### src/rtl/error_status_defs.sv
// Shared constants for the error status bank.
// Default channel/counter sizes, out-of-range readback value, saturation max.
package error_status_defs;

  localparam int N_CH_DEF  = 8;
  localparam int CNT_W_DEF = 8;
  localparam int OOR_COUNT = 0;

  function automatic int sat_max(input int w);
    return (1 << w) - 1;
  endfunction

endpackage

### src/rtl/error_status_chan.sv
// One error channel: sticky flag, saturating counter, optional edge register.
// ERROR_STATUS_EDGE_DETECT_EN selects rising-edge events instead of level.
module error_status_chan
  import error_status_defs::*;
#(
  parameter int CNT_W = CNT_W_DEF
) (
  input  logic             clock,
  input  logic             reset,
  input  logic             error,
  input  logic             clear,
  output logic             ev,
  output logic             sticky,
  output logic [CNT_W-1:0] count
);

  localparam logic [CNT_W-1:0] CNT_MAX =
    CNT_W'(sat_max(CNT_W));

`ifdef ERROR_STATUS_EDGE_DETECT_EN
  logic error_d;

  always_ff @(posedge clock or negedge reset) begin
    if (!reset) error_d <= 1'b0;
    else        error_d <= error;
  end

  assign ev = error & ~error_d;
`else
  assign ev = error;
`endif

  // An event in the same cycle as a clear wins.
  always_ff @(posedge clock or negedge reset) begin
    if (!reset)     sticky <= 1'b0;
    else if (ev)    sticky <= 1'b1;
    else if (clear) sticky <= 1'b0;
  end

  always_ff @(posedge clock or negedge reset) begin
    if (!reset)
      count <= '0;
    else if (clear)
      count <= ev ? CNT_W'(1) : '0;
    else if (ev && count != CNT_MAX)
      count <= count + CNT_W'(1);
  end

endmodule

### src/rtl/error_status_bank.sv
// Multi-channel sticky error bank with first-error capture and maskable irq.
// ERROR_STATUS_EDGE_DETECT_EN switches channels to edge-detected events.
module error_status_bank
  import error_status_defs::*;
#(
  parameter int N_CH  = N_CH_DEF,
  parameter int CNT_W = CNT_W_DEF,
  parameter int SEL_W = (N_CH > 1) ? $clog2(N_CH) : 1
) (
  input  logic             clock,
  input  logic             reset,
  input  logic [N_CH-1:0]  error,
  input  logic [N_CH-1:0]  clear,
  input  logic             clear_all,
  input  logic [N_CH-1:0]  mask,
  output logic [N_CH-1:0]  sticky,
  output logic [N_CH-1:0]  first_err,
  output logic             first_valid,
  input  logic [SEL_W-1:0] count_sel,
  output logic [CNT_W-1:0] count_out,
  output logic             irq
);

  logic [N_CH-1:0]  ev;
  logic [CNT_W-1:0] cnt [N_CH];
  logic [CNT_W-1:0] sel_cnt;

  for (genvar i = 0; i < N_CH; i++) begin : g_ch
    error_status_chan #(
      .CNT_W (CNT_W)
    ) u_chan (
      .clock  (clock),
      .reset  (reset),
      .error  (error[i]),
      .clear  (clear[i] | clear_all),
      .ev     (ev[i]),
      .sticky (sticky[i]),
      .count  (cnt[i])
    );
  end

  // A capture in the clear_all cycle overrides the clear.
  always_ff @(posedge clock or negedge reset) begin
    if (!reset) begin
      first_err   <= '0;
      first_valid <= 1'b0;
    end else if (|ev && (!first_valid || clear_all)) begin
      first_err   <= ev;
      first_valid <= 1'b1;
    end else if (clear_all) begin
      first_err   <= '0;
      first_valid <= 1'b0;
    end
  end

  always_comb begin
    sel_cnt = CNT_W'(OOR_COUNT);
    for (int i = 0; i < N_CH; i++) begin
      if (count_sel == SEL_W'(i)) sel_cnt = cnt[i];
    end
  end

  always_ff @(posedge clock or negedge reset) begin
    if (!reset) count_out <= '0;
    else        count_out <= sel_cnt;
  end

  assign irq = |(sticky & ~mask);

endmodule

### config.mk
export PLATFORM = sky130hd
export DESIGN_NAME = error_status_bank
export DESIGN_NICKNAME = d
export VERILOG_FILES = /design/src/rtl/error_status_defs.sv /design/src/rtl/error_status_chan.sv /design/src/rtl/error_status_bank.sv
export SDC_FILE = /design/constraint.sdc
export NUM_CORES = 1
export LEC_CHECK = 0
export BUFFER_PORTS_ARGS = -buffer_cell sky130_fd_sc_hd__buf_4
export CORE_MARGIN = 2
export CORE_UTILIZATION = 51
export DETAILED_ROUTE_END_ITERATION = 10
export PLACE_DENSITY = 0.69
export SLEW_MARGIN = 20
export SYNTH_ARGS = -nofsm -noshare
export SYNTH_HDL_FRONTEND = slang
export SYNTH_SLANG_ARGS = --single-unit
### constraint.sdc
create_clock -name clock -period 2.4 [get_ports clock]
set_input_delay 0.24 -clock clock [delete_from_list [all_inputs] [get_ports clock]]
set_output_delay 0.24 -clock clock [all_outputs]
set_load 0.1 [all_outputs]
Yosys cells after proc, flatten, opt, wreduce, memory -nomap -nowiden
Cells that the tools add are included.
{"block": "op_classes", "addsub": 8, "eq_ne": 15, "muxes": 52, "bitwise_logic": 10, "n_reduce_logical": 31}
{"op": "two-way mux 8 bit", "n": 26}
{"op": "adder 8 x 1 -> 8 bit, second input constant", "n": 8}
{"op": "inequality test 8 bit, second input constant", "n": 8}
{"op": "nonzero test 2 bit", "n": 17}
{"op": "two-way mux 1 bit", "n": 26}
{"op": "OR reduction 8 bit", "n": 2}
{"op": "== test 3 bit, second input constant", "n": 4}
{"op": "logical AND 1 bit", "n": 9}
{"op": "AND 8 bit", "n": 1}
{"op": "NOT 8 bit", "n": 1}
{"op": "bitwise OR 1 bit", "n": 8}
{"op": "== test 3 x 2 -> 1 bit, second input constant", "n": 2}
{"op": "== test 3 x 1 -> 1 bit, second input constant", "n": 1}
{"op": "zero test 3 bit", "n": 1}
{"op": "zero test 1 bit", "n": 1}
{"op": "logical OR 1 bit", "n": 1}
{"block": "word_totals", "regBits": 89, "inputBits": 30, "out_inout_bits": 26, "word_cells": 135}

Logic depth before layout (Yosys ltp)
Gate-level depths: netlist (run 1).
{"block": "logic_depth", "depth_word": 9, "ltp_mapped": 7, "depth_no_buf": 5}

Modules after synthesis
From an unflattened synthesis (run 1), not the netlist that was laid out.
{"block": "unflattened", "cells_unflattened": 530, "hier_area_um2": 5221.3}
{"mod": "error_status_chan", "n_inst": 8, "cells_per_inst": 50, "area_per_inst_um2": 491.7, "seq_area_each_um2": 225.2}
{"mod": "error_status_bank", "n_inst": 1, "cells_per_inst": 130, "area_per_inst_um2": 1287.5, "seq_area_each_um2": 425.4}

Worst setup path before layout (run 1)
Ideal clock, no wire load.
{"block": "synth_path", "path_type": "reg2reg", "from": "reg first_valid", "to": "reg first_err[5]", "setup_ns": 0.123, "t_arrival_ns": 1.660, "required_ns": 2.277, "slack_ns": 0.617, "stages_incl_launch_ff": 6, "n_path_buf": 1, "period_less_slack_ns": 1.783, "path_cell_list": "dfrtp_1 nand2b_1 buf_2 a21boi_1 nor2_1 a22o_1"}
{"block": "synth_via", "elab_chain_cells": 4, "elab_cells_between_ends": 5, "classes_between": "mux (1); reduce/logical (4)"}
{"element": "start: declaration", "line_no": "error_status_bank.sv:18", "rtl": "output logic first_valid,"}
{"element": "start signal: assignment", "line_no": "error_status_bank.sv:46", "rtl": "first_valid <= 1'b0;"}
{"element": "start signal: assignment", "line_no": "error_status_bank.sv:49", "rtl": "first_valid <= 1'b1;"}
{"element": "start signal: assignment", "line_no": "error_status_bank.sv:52", "rtl": "first_valid <= 1'b0;"}
{"element": "zero test 1 bit (*)", "line_no": "error_status_bank.sv:47", "rtl": "end else if (|ev && (!first_valid || clear_all)) begin"}
{"element": "logical OR 1 bit (*)", "line_no": "error_status_bank.sv:47"}
{"element": "logical AND 1 bit (*)", "line_no": "error_status_bank.sv:47"}
{"element": "two-way mux 8 bit / nonzero test 2 bit (equally long branches)"}
{"element": "end signal: assignment", "line_no": "error_status_bank.sv:48", "rtl": "first_err <= ev;"}
{"element": "end: declaration", "line_no": "error_status_bank.sv:17", "rtl": "output logic [N_CH-1:0] first_err,"}
Every way passes the cells marked *; elsewhere a longest branch is shown, timed or not.
A chain may end at the register's enable or synchronous reset.

Worst setup path after layout (run 1)
{"block": "layout_path", "from": "reg g_ch[6].u_chan.sticky", "to": "out irq"}
{"block": "layout_via", "elab_chain_cells": 2}
{"element": "start: declaration", "line_no": "error_status_chan.sv:13", "rtl": "output logic sticky,"}
{"element": "start signal: assignment", "line_no": "error_status_chan.sv:35", "rtl": "if (!reset) sticky <= 1'b0;"}
{"element": "start signal: assignment", "line_no": "error_status_chan.sv:36", "rtl": "else if (ev) sticky <= 1'b1;"}
{"element": "start signal: assignment", "line_no": "error_status_chan.sv:37", "rtl": "else if (clear) sticky <= 1'b0;"}
{"element": "AND 8 bit", "line_no": "error_status_bank.sv:68", "rtl": "assign irq = |(sticky & ~mask);"}
{"element": "OR reduction 8 bit", "line_no": "error_status_bank.sv:68"}
{"element": "end: declaration", "line_no": "error_status_bank.sv:21", "rtl": "output logic irq"}
No other way between the ends.

==> impl_metrics.yaml, run 1 <==
run_status:
  run_status: "finished, final reports clean"
setup_path:
  worst_setup_path_start_kind: "flip-flop"
  arrival_ns: 1.75
  reg2regPathDepth: 5
  critical_path_class: "flip-flop to output pin"
  critical_path_required_ns: 2.16
  worstSetupEndpointType: "output pin"
  critical_path.max_fanout: 2
global_route:
  grt_pass1_wl_um: 20100
  antenna_found_initial: 0
  grt_max_degree: 53
  globalRoute.totalOverflow: 0
  number_of_global_route_vias_before_repair: 3866
  overall_track_demand_over_capacity_in_global_routing: 0.250
pwr:
  total_switching_power_w: 0.000993
  pwr-share-comb: 0.159
  power.share.sequential: 0.456
  cellLeakagePower_nw: 2.37
  cellPowerDensity_nw_per_um2: 612
  power.switching_fraction: 0.284
  internal_portion_of_total_power_w: 0.00250
  power.share.clock: 0.385
  worst_ir_drop_vdd_v: 0.000326
floorplan:
  fp.dieW_um: 103
  die_h_um: 103
  die_area_um2: 10700
  coreArea_um2: 9680
  top_level_port_count: 56
  floorplan.initialDensity: 0.519
  num_rows: 36
routing:
  totalWireLength_um: 12500
  final_antenna_net_count: 0
  drc_errors: 0
  vias_per_cell: 6.09
  drc_violation_total_after_the_first_tritonroute_iteration: 343
  routed_wire_length_per_instance_um: 17.9
  dr_total_vias: 4272
  drt_pass1_iterations: 5
logic_synthesis:
  synth-main-ff-cell: "dfrtp_1"
  fraction_of_the_mapped_netlist_area_in_adder_cells: 0.0199
  synthDistinctLibCells: 56
  synthSimpleGateAreaFrac: 0.221
  synth_compound_area_frac: 0.184
  synthesis.instances: 531
  synth-edff-count: 0
  post_synth_xor_area_fraction: 0.0192
  async_reset_ff_frac: 1.00
  sequential_element_share_of_the_synthesized_area: 0.443
  yosys_warnings: 0
  synth.cell_area_um2: 5020
  combinational_family_with_the_most_area_after_synthesis: "simple AND/OR/NAND/NOR gates"
  synth.ff_latch_count: 89
  post_synth_mux_area_share: 0.0615
  syn_nets: 569
  synth_area_per_cell_um2: 9.46
min_path:
  min_path_type: "input port to flip-flop"
  min_path_cells: 2
clocking:
  cts.htree.levels: 3
  cts.sinks: 89
  ctsHoldBuffers: 1
  postCtsResizedCells: 0
  post-cts-setup-buffer-count: 0
  cts.root.buffer_cell: "clkbuf_8"
  tritoncts: "built"
  clk_pin_slew_worst_paths_ns: 0.09
  cts_buffer_depth: 2
  cts_inserted_buffers: 9
  worstSkewPairLatency_ns: 0.36
place:
  port_buffers: 55
  place.detailed.hpwl_um: 9180
  globalplace.congestion: 0.892
timing:
  hold_viol: 0
  report.final.setup_viol: 0
  finalHoldWorstSlack_ns: 0.136
  fin_crit_ns: 1.99
  finalMaxSlewViolations: 0
  max_clock_freq_mhz: 502
  worst_slew_pin_slew_ns: 0.517
  ratio_of_final_minimum_period_to_clock_period: 0.830
  slew_headroom: 0.655
  setup_tns_ns: 0
  grt_setup_unrepaired: "no"
  finalClockSkew_ns: 0.00697
cells_and_area:
  n_antenna_cell: 0
  final_layout_size_suffix_gt1_frac: 0.155
  syn_to_final_growth_pct: 13.7
  number_of_nets_in_the_final_layout: 602
  fillCellCount: 828
flow_run:
  max_cap_viol_count: 0
layer usage:
layer	vias up	global-route usage	wire length [um]
li1	2049	-	-
met1	2095	0.362	5960
met2	114	0.384	5820
met3	14	0.0497	593
met4	0	0.0719	166
met5	-	0	0
power groups by stage:
stage	sequential, W	clock, W	combinational, W
global route	0.00160	0.00143	0.000596
detailed placement	0.00162	0	0.000556
global placement	0.00162	0	0.000549
CTS	0.00159	0.00137	0.000558
floorplan	0.00174	0	0.000271
finish	0.00159	0.00134	0.000555
layout make-up:
type	instances	area [um2]	share of cell area
multi-input cells	389	2540	0.445
flip-flops and latches	89	2230	0.390
repair buffers	58	450	0.0789
well taps	133	166	0.0292
clock buffers	11	131	0.0230
clock inverters	5	128	0.0224
inverters	17	63.8	0.0112
flip-flops by register name, summed over array words and instances (netlist names):
signal / flops
g_ch.u_chan.count: 64
count_out: 8
first_err: 8
g_ch.u_chan.sticky: 8
first_valid: 1
cells in the final DEF (no fill, tap or decap), types with 9 or more instances in the layout:
master and n:
nand2_1 38, nor2_1 51, o211ai_1 10, nand4_1 21
nand3_1 25, xor2_1 11, a21oi_1 22, mux2i_1 14
o21ai_0 24, buf_4 56, nor3_1 15, inv_1 17
clkbuf_8 9, o22ai_1 9, dfrtp_1 89
per-stage QoR:
stage	util	setup slack [ns]	instance area, um2	std cells	power [W]
after floorplan	-	0.617	5020	531	0.00201
after global placement	0.562	0.775	5440	685	0.00217
after detailed placement	0.562	0.727	5440	685	0.00218
after CTS	0.589	0.377	5710	702	0.00352
after global routing	0.589	0.349	5710	702	0.00362
final	0.589	0.409	5710	702	0.00349
worst max-delay path, stage by stage, from the launching register on:
cell and delay [ns]:
dfrtp_1 0.41, inv_1 0.08, o22ai_1 0.12, or4_1 0.54
buf_4 0.25
synthesized netlist by cell type, types with 5 or more instances:
| master | count | area share |
|---|---|---|
| dfrtp_1 | 89 | 0.44 |
| nor2_1 | 51 | 0.038 |
| nand2_1 | 38 | 0.028 |
| nand3_1 | 25 | 0.025 |
| o21ai_0 | 24 | 0.024 |
| a21oi_1 | 22 | 0.022 |
| nand4_1 | 21 | 0.026 |
| inv_1 | 17 | 0.013 |
| clkbuf_1 | 16 | 0.012 |
| nor3_1 | 15 | 0.015 |
| mux2i_1 | 14 | 0.028 |
| xor2_1 | 11 | 0.019 |
| buf_4 | 10 | 0.015 |
| o211ai_1 | 10 | 0.015 |
| o22ai_1 | 9 | 0.011 |
| and4_1 | 8 | 0.014 |
| buf_2 | 8 | 0.0080 |
| ha_1 | 8 | 0.020 |
| a21o_1 | 7 | 0.010 |
| and3_1 | 7 | 0.0087 |
| nand2b_1 | 7 | 0.0087 |
| o2111ai_1 | 7 | 0.012 |
| or2_1 | 7 | 0.0087 |
| a311oi_1 | 6 | 0.010 |
| mux4_2 | 6 | 0.027 |
| nor4b_1 | 6 | 0.010 |
| o21a_1 | 6 | 0.0090 |
| a211oi_1 | 5 | 0.0075 |
| a22o_1 | 5 | 0.0087 |
| nor2b_1 | 5 | 0.0062 |
| nor4_1 | 5 | 0.0062 |
final timing paths:
check,start,to,slack [ns]
min in group asynchronous,reset,g_ch[0].u_chan.sticky$_DFFE_PN0P_,0.38
min,error[0],g_ch[0].u_chan.sticky$_DFFE_PN0P_,0.14
max reg2reg,g_ch[7].u_chan.count[0]$_DFFE_PN0P_,g_ch[7].u_chan.count[4]$_DFFE_PN0P_,0.74
min reg2reg,g_ch[0].u_chan.sticky$_DFFE_PN0P_,g_ch[0].u_chan.sticky$_DFFE_PN0P_,0.51
max in group asynchronous,reset,g_ch[7].u_chan.count[6]$_DFFE_PN0P_,1.35
max,g_ch[6].u_chan.sticky$_DFFE_PN0P_,irq,0.41
logic make-up (layout without fill, tap and decap cells):
family                   count (synthesis)  after routing
AO/OA/AOI/OAI                          133            133
AND/OR/NAND/NOR                        214            214
XOR/XNOR                                11             11
multiplexers                            23             23
buffers and inverters                   53             91
adder cells (fa/ha/maj)                  8              8
flip-flops                              89             89
Note: power is estimated with default switching activity, not from simulation.
==> run 2, diff against run 1 <==
--- a/config.mk
+++ b/config.mk
@@ -9,7 +9,7 @@
 export CORE_MARGIN = 2
 export CORE_UTILIZATION = 51
 export DETAILED_ROUTE_END_ITERATION = 10
-export PLACE_DENSITY = 0.69
+export PLACE_DENSITY = 0.72
 export SLEW_MARGIN = 20
 export SYNTH_ARGS = -nofsm -noshare
 export SYNTH_HDL_FRONTEND = slang
==> constraint.sdc (replaced) <==
create_clock -name clock -period 1.7 [get_ports clock]
set_input_delay 0.17 -clock clock [delete_from_list [all_inputs] [get_ports clock]]
set_output_delay 0.17 -clock clock [all_outputs]
set_load 0.1 [all_outputs]
==> run 2 against run 1 <==
The flow now finishes with violations (negative setup slack). Hold slack got worse by 0.061 ns. Global-route usage rose by 0.33 points. Register-to-register slack got worse by 0.68 ns. Clock skew rose by 0.0092 ns. Final cell count rose by 2.7%. Setup slack got worse by 0.52 ns. Design area rose by 1.8%. Sequential cell count did not move. Critical endpoint unchanged. Largest cell class unchanged. Largest power group unchanged.
==> impl_metrics.yaml, run 2 (same netlist as run 1, synthesis figures left out) <==
global_route:
  overall_track_demand_over_capacity_in_global_routing: 0.253
  number_of_global_route_vias_before_repair: 4186
  antenna_found_initial: 0
  grt_pass1_wl_um: 20500
  globalRoute.totalOverflow: 0
  grt_max_degree: 35
pwr:
  worst_ir_drop_vdd_v: 0.000498
  cellPowerDensity_nw_per_um2: 765
  cellLeakagePower_nw: 2.44
run_status:
  run_status: "finished with violations"
  failed_checks: "negative setup slack"
floorplan:
  fp.dieW_um: 103
  num_rows: 36
  coreArea_um2: 9680
  die_area_um2: 10700
  top_level_port_count: 56
  die_h_um: 103
  floorplan.initialDensity: 0.519
clocking:
  cts_inserted_buffers: 9
  cts.htree.levels: 3
  tritoncts: "built"
  clk_pin_slew_worst_paths_ns: 0.09
  cts.root.buffer_cell: "clkbuf_8"
  cts_buffer_depth: 2
  worstSkewPairLatency_ns: 0.37
  cts.sinks: 89
flow_run:
  max_cap_viol_count: 0
setup_path:
  critical_path_class: "flip-flop to output pin"
  r2r_start: "g_ch[0].u_chan.count[0]$_DFFE_PN0P_"
  reg2regPathDepth: 5
  setup.worst_path.start: "g_ch[7].u_chan.sticky$_DFFE_PN0P_"
  arrival_ns: 1.64
  worst_setup_path_start_kind: "flip-flop"
  critical_path_required_ns: 1.53
  worstSetupEndpointType: "output pin"
  critical_path.max_fanout: 2
timing:
  finalHoldWorstSlack_ns: 0.0751
  worst_slew_pin_slew_ns: 0.546
  final.setup.worst_slack_ns: -0.115
  finalMaxSlewViolations: 0
  fin_crit_ns: 1.81
  slew_headroom: 0.633
  grt_setup_unrepaired: "yes"
  max_clock_freq_mhz: 551
  report.final.setup_viol: 1
  ratio_of_final_minimum_period_to_clock_period: 1.07
  hold_viol: 0
  finalClockSkew_ns: 0.0161
cells_and_area:
  syn_to_final_growth_pct: 15.6
  area.sequential_um2: 2230
  fillCellCount: 848
  n_antenna_cell: 0
  multiInputGateArea_um2: 2570
  mostFrequentLayoutCell: "dfrtp_1"
  final_layout_size_suffix_gt1_frac: 0.190
  number_of_nets_in_the_final_layout: 621
  register_with_the_most_flip_flops: "g_ch.u_chan.count"
  largest_register_ffs: 64
  leading_cell_types_in_the_layout_fill_and_taps_excluded: "dfrtp_1, buf_4, nor2_1, nand2_1, nand3_1"
  layout.core_utilization: 0.600
routing:
  dr_total_vias: 4356
  final_antenna_net_count: 0
  vias_per_cell: 6.04
  drt_pass1_iterations: 4
  routed_wire_length_per_instance_um: 17.3
  drc_errors: 0
  drc_violation_total_after_the_first_tritonroute_iteration: 201
  totalWireLength_um: 12500
place:
  globalplace.congestion: 0.855
  port_buffers: 55
  place.detailed.hpwl_um: 9430
min_path:
  hold_path.startpoint: "error[2]"
  min_path_cells: 2
  min_path_type: "input port to flip-flop"
run 2: changes by cell type in the layout (fill, tap and decap cells not counted), sizes merged:
cell    change
clkinv      +1
clkbuf      +3
buf        +19
bufinv      -4
run 2: path summary, 6_finish.rpt:
path / slack [ns] / to
worst max-delay path: -0.11 / irq
worst min-delay path: 0.08 / g_ch[2].u_chan.sticky$_DFFE_PN0P_
worst max register to register: 0.06 / g_ch[0].u_chan.count[4]$_DFFE_PN0P_
worst min register to register: 0.51 / g_ch[2].u_chan.sticky$_DFFE_PN0P_
max in group asynchronous: 0.84 / g_ch[2].u_chan.count[0]$_DFFE_PN0P_
min in group asynchronous: 0.30 / first_err[1]$_DFFE_PN0P_
run 2: cell type report:
cell class                 instances  area share
multi-input combinational        389       0.442
sequential                        89       0.384
timing repair buffer              77       0.104
tap                              133      0.0287
clock buffer                      14      0.0280
inverter                          17      0.0110
clock inverter                     2     0.00215
run 2: what timing repair did:
| item | 4_1_cts | 5_1_grt |
|---|---|---|
| setup buffers | 6 | 2 |
| hold buffers | 1 | 0 |
| setup endpoints to repair | 1 | 6 |
| resized for setup | 5 | 4 |
| hold endpoints to repair | 30 | 0 |
| pin swaps | 2 | 3 |
run 2: critical path, cell delays in order, from the launching register on:
cell and delay (ns):
dfrtp_1 0.41, inv_1 0.08, o22ai_2 0.06, or4_4 0.54, buf_12 0.18
run 2: per-stage QoR:
| stage | power (W) | setup WS, ns | cell area (um2) | TNS [ns] | cells |
|---|---|---|---|---|---|
| finish | 0.00444 | -0.115 | 5810 | -0.115 | 721 |
| global route | 0.00461 | -0.152 | 5810 | -0.153 | 721 |
| CTS | 0.00446 | -0.127 | 5780 | -0.127 | 719 |
| detailed placement | 0.00309 | 0.0805 | 5520 | 0 | 696 |
| global placement | 0.00308 | 0.135 | 5520 | 0 | 696 |
| floorplan | 0.00284 | 0.0856 | 5020 | 0 | 531 |
run 2: per-layer routing:
metal	share of wire	global-route usage
met1	0.44	0.334
met5	0	0
met4	0.027	0.100
met3	0.050	0.0450
met2	0.48	0.417
run 2: power breakdown:
part | switching [W] | leakage [nW] | internal (W)
Combinational | 0.000581 | 1.17 | 0.000256
Clock | 0.000750 | 0.0867 | 0.000612
Sequential | 0.0000601 | 1.18 | 0.00218
